<file path="config.mk">
export PLATFORM = sky130hd
export DESIGN_NAME = logic_unit_pipe
export DESIGN_NICKNAME = d
export VERILOG_FILES = /design/src/rtl/logic_pkg.sv /design/src/rtl/logic_op_core.sv /design/src/rtl/logic_unit_pipe.sv
export SDC_FILE = /design/constraint.sdc
export NUM_CORES = 1
export LEC_CHECK = 0
export ABC_AREA = 1
export BUFFER_PORTS_ARGS = -buffer_cell sky130_fd_sc_hd__buf_2
export CORE_MARGIN = 10
export CORE_UTILIZATION = 58
export CTS_CLUSTER_SIZE = 8
export DETAILED_ROUTE_END_ITERATION = 8
export HOLD_SLACK_MARGIN = 0.06
export PLACE_DENSITY = 0.9
export REMOVE_ABC_BUFFERS = 1
export SETUP_SLACK_MARGIN = 0.2
export SLEW_MARGIN = 15
export SYNTH_ARGS = -nofsm -noshare
export SYNTH_HDL_FRONTEND = slang
export SYNTH_SLANG_ARGS = --single-unit
export TNS_END_PERCENT = 30
</file>
<file path="constraint.sdc">
create_clock -name clk -period 2.9 [get_ports clk]
set_input_delay 0.29 -clock clk [delete_from_list [all_inputs] [get_ports clk]]
set_output_delay 0.29 -clock clk [all_outputs]
set_load 0.1 [all_outputs]
</file>
<file path="src/rtl/logic_pkg.sv">
// Shared opcode definitions for the pipelined bitwise logic unit.
package logic_pkg;

    localparam int LOGIC_OP_W = 3;

    typedef enum logic [LOGIC_OP_W-1:0] {
        OP_AND    = 3'd0,
        OP_OR     = 3'd1,
        OP_XOR    = 3'd2,
        OP_NAND   = 3'd3,
        OP_NOR    = 3'd4,
        OP_XNOR   = 3'd5,
        OP_NOT_A  = 3'd6,
        OP_PASS_A = 3'd7
    } logic_op_e;

endpackage

</file>
<file path="src/rtl/logic_op_core.sv">
// Combinational bitwise operation select with zero and parity flags.
module logic_op_core
    import logic_pkg::*;
#(
    parameter int WIDTH = 32
) (
    input  logic_op_e          op,
    input  logic [WIDTH-1:0]   a,
    input  logic [WIDTH-1:0]   b,
    output logic [WIDTH-1:0]   y,
    output logic               zero,
    output logic               parity
);

    always_comb begin
        y = a;
        case (op)
            OP_AND:    y = a & b;
            OP_OR:     y = a | b;
            OP_XOR:    y = a ^ b;
            OP_NAND:   y = ~(a & b);
            OP_NOR:    y = ~(a | b);
            OP_XNOR:   y = ~(a ^ b);
            OP_NOT_A:  y = ~a;
            OP_PASS_A: y = a;
            default:   y = a;
        endcase
    end

    assign zero   = (y == '0);
    assign parity = ^y;

endmodule

</file>
<file path="src/rtl/logic_unit_pipe.sv">
// Two-stage valid/ready pipeline around logic_op_core: S1 holds operands,
// S2 holds the result and its flags.
module logic_unit_pipe
    import logic_pkg::*;
#(
    parameter int WIDTH = 32,
    parameter int TAG_W = 4
) (
    input  logic                  clk,
    input  logic                  rst,
    input  logic                  in_valid,
    output logic                  in_ready,
    input  logic [LOGIC_OP_W-1:0] in_op,
    input  logic [WIDTH-1:0]      in_a,
    input  logic [WIDTH-1:0]      in_b,
    input  logic [TAG_W-1:0]      in_tag,
    output logic                  out_valid,
    input  logic                  out_ready,
    output logic [WIDTH-1:0]      out_data,
    output logic [TAG_W-1:0]      out_tag,
    output logic                  out_zero,
    output logic                  out_parity
);

    // Handshake: a transfer occurs on any rising edge where valid && ready are
    // both high on that port; the producer holds payload stable while valid is
    // high and ready is low, and ready never depends on the same port's valid.

    logic                  s1_valid;
    logic [LOGIC_OP_W-1:0] s1_op;
    logic [WIDTH-1:0]      s1_a;
    logic [WIDTH-1:0]      s1_b;
    logic [TAG_W-1:0]      s1_tag;

    logic                  s2_valid;
    logic [WIDTH-1:0]      s2_data;
    logic [TAG_W-1:0]      s2_tag;
    logic                  s2_zero;
    logic                  s2_parity;

    logic                  s1_adv;
    logic                  s2_adv;
    logic [WIDTH-1:0]      core_y;
    logic                  core_zero;
    logic                  core_parity;

    assign s2_adv   = !s2_valid || out_ready;
    assign s1_adv   = !s1_valid || s2_adv;
    assign in_ready = s1_adv;

    logic_op_core #(.WIDTH(WIDTH)) u_core (
        .op     (logic_op_e'(s1_op)),
        .a      (s1_a),
        .b      (s1_b),
        .y      (core_y),
        .zero   (core_zero),
        .parity (core_parity)
    );

    always_ff @(posedge clk) begin
        if (rst) begin
            s1_valid  <= 1'b0;
            s1_op     <= '0;
            s1_a      <= '0;
            s1_b      <= '0;
            s1_tag    <= '0;
            s2_valid  <= 1'b0;
            s2_data   <= '0;
            s2_tag    <= '0;
            s2_zero   <= 1'b0;
            s2_parity <= 1'b0;
        end else begin
            if (s2_adv) begin
                s2_valid <= s1_valid;
                if (s1_valid) begin
                    s2_data   <= core_y;
                    s2_tag    <= s1_tag;
                    s2_zero   <= core_zero;
                    s2_parity <= core_parity;
                end
            end
            // Payload only reloads on a real transfer; stale values are harmless.
            if (s1_adv) begin
                s1_valid <= in_valid;
                if (in_valid) begin
                    s1_op  <= in_op;
                    s1_a   <= in_a;
                    s1_b   <= in_b;
                    s1_tag <= in_tag;
                end
            end
        end
    end

    assign out_valid  = s2_valid;
    assign out_data   = s2_data;
    assign out_tag    = s2_tag;
    assign out_zero   = s2_zero;
    assign out_parity = s2_parity;

endmodule
</file>
==> out/results.ini <==
[status]
status = finished, final reports clean

[global_route]
busiest_layer = met2
grtUsageMet3_pct = 3.697
grtUsageMet1_pct = 26.35
antenna_found_initial = 0
track_usage_pct = 22.68
grt_overflow = 0
grt_pass1_wl_um = 33750
grt_max_degree = 77
grt_pass1_vias = 7482
grt.met2_usage_pct = 39.46

[pwr]
switching_share_pct = 39.80
p_per_area_nw_per_um2 = 553.2
comb_power_share_pct = 38.1
intPower_mw = 2.791
peakVddDrop_uv = 373.3
seqPwrFrac_pct = 36.9
p_leak_nw = 4.303
power_mw = 4.636
p_sw_mw = 1.845
p_clk_share_pct = 25.0

[sta]
fmax_mhz = 382.7
rsz0062_at_grt = false
slew_headroom_pct = 31.52
drv_slew = 0
finalHoldViolations = 0
setup_viol = 0
layout_setup_ws_ns = 0.2871
skew_ns = 0.008374
min_period_ns = 2.613
fin_crit_sh_pct = 90.10
fin_tns_setup_ns = 0
tightest_slew_ns = 1.026

[clock_network]
clk_latency_ns = 0.36
clkTransAtPathRegs_ns = 0.07
cts_buffer_depth = 2
htreeDepth = 3
cts_root_buffer = clkbuf_16
clkSinkCount = 111
cts_tree = yes
numCtsBuffers = 9

[place]
finalWeightedCongestion = 0.8991
dp_slack_ns = 0.2178
place_hpwl_um = 14040
port_buffers = 114

[drt]
routed_wl_um = 20460
ant_nets = 0
via_count = 7623
first_pass_iters = 7
routedWlPerCell_um = 14.91
post-route-drc-count = 0
via_per_inst = 5.556
dr.first_iter.drc_count = 690

[synth]
synth-async-reset-ratio_pct = 0
ys_ff_latch = 111
ys_top_cells_by_area = dfxtp_1 31%, ha_1 14%, nor2_1 10%, o21ai_0 8.9%, nand2_1 8.6%
synth.top_cell.area_share_pct = 30.74
yosysTopAreaCell = dfxtp_1
synth_edf_count = 0
syn_avg_cell_area_sq_um = 6.542
synthFlopType = dfxtp_1
yosysUniqueCellTypes = 21
synth_cells = 1105
ys_warn_count = 0
synth.cell_area_sq_um = 7229
ys_seq_area_share_pct = 30.74

[critical_path]
cp_common_cell = nand2_1
cp-end-kind = flip-flop
criticalPathCategory = reg2reg
cp-start-kind = flip-flop
cp_max_fo = 22
crit_required_ns = 3.16
cp_slowest_cell = dfxtp_4
max_stage_delay_ns = 0.39
cp_cell_sequence = inv_2 > nor2_2 > nand2_1 > buf_6 > o21ai_0 > nor2_1 > and3_1 > ha_1 > inv_1 > nand2_1 > nand2_1 > nand2_1 > nand2_1 > nand2_1 > nand2_1 > nand2_1 > nand3_1 > nand2_1 > inv_1
worstPathArrival_ns = 2.87
r2r_setup_slack_ns = 0.29

[final_layout]
syn2layout_area_growth_pct = 15.92
layout_commonest_cell = nor2_1
final_core_util_pct = 69.19
final_cell_mix = 193 x nor2_1, 164 x nand2_1, 150 x inv_1, 126 x o21ai_0, 114 x buf_2
drive_above_1_share_pct = 14.29
nNetsFinal = 1354
multi_input_area_sq_um = 4247
n_fill_cell = 1067
n_antenna_cell = 0
regArea_sq_um = 2231

[floorplan]
coreArea_sq_um = 12110
start_util_pct = 59.69
dieArea_sq_um = 17330
die_x_um = 131.6
die_h_um = 131.6
num_rows = 40
pin_count = 115

[flow_run]
maxCapViolCount = 0

[hold_path]
worst_hold_path_type = in2reg

[stage by stage]
stage	hold WS (ns)	std cells	instance area (sq um)
floorplan	0.3591	1046	6992
detailed placement	0.4661	1353	8020
finish	0.1898	1372	8381
global placement	0.4564	1353	8020
CTS	0.1880	1369	8287
global route	0.2164	1372	8381
[critical path: cells and delay by family (launching register included)]
family	cells	cell delay [ns]
AOI/OAI and AO/OA	1	0.28
adders and majority gates	1	0.31
buffers and inverters	4	0.39
DFF	1	0.39
and+or+nand+nor	13	1.14
[timing repair]
action	4_1_cts	5_1_grt
setup endpoints to repair	1	1
resized for setup	2	24
hold buffers	0	0
buffers inserted	0	3
[synth_stat cells, drive strengths merged (2+ instances only)]
master and number:
dfxtp 111, nor2 197, xnor2 2, buf 19, o22ai 49, clkbuf 40
nand4 21, nand2 165, nand3 32, nor3 7, and3 25, a21oi 69
o21ai 132, inv 155, ha 80
[kinds of logic (layout without fill, tap and decap cells)]
group	Yosys count	count (layout)	share of synthesized area (%)
buffers and inverters	214	313	11.34
DFF	111	111	30.74
and+or+nand+nor	447	447	25.58
adders and majority gates	80	80	13.85
xor gates and xnor gates	2	2	0.2423
AOI/OAI and AO/OA	251	251	18.26
[final timing paths]
path	from	endpoint	cells past startpoint
max	s1_op[0]	out_parity	19
min	in_tag[0]	s1_tag[0]	3
max reg2reg	s1_op[0]	out_parity	19
min reg2reg	out_tag[2]	out_tag[2]	2
[sequential cells by signal, summed over array words and instances (netlist names), 3 cells and up]
signal	flops
out_data	32
out_tag	4
s1_a	32
s1_b	32
s1_op	3
s1_tag	4
[power by group through the flow]
stage,registers (mW),clock network [mW],logic [mW]
final,1.71,1.16,1.77
after global routing,1.73,1.23,1.98
after CTS,1.71,1.17,1.72
after detailed placement,1.74,0,1.71
after global placement,1.74,0,1.66
after floorplan,2.03,0,1.01
[final cells by class]
class / count / share of cell area [%]
multi-input combinational: 780 / 50.67
timing repair buffer: 142 / 10.05
tap: 168 / 2.508
clock inverter: 4 / 0.2687
clock buffer: 12 / 2.822
sequential: 111 / 26.62
inverter: 155 / 7.062
[layer usage]
metal  share of wire [%]  vias to the layer above
li1                    -                     3781
met2                  47                      301
met1                  43                     3480
met3                 6.6                       61
met4                 3.6                        0
met5                   0                        -
Note: power is estimated with default switching activity, not from simulation.
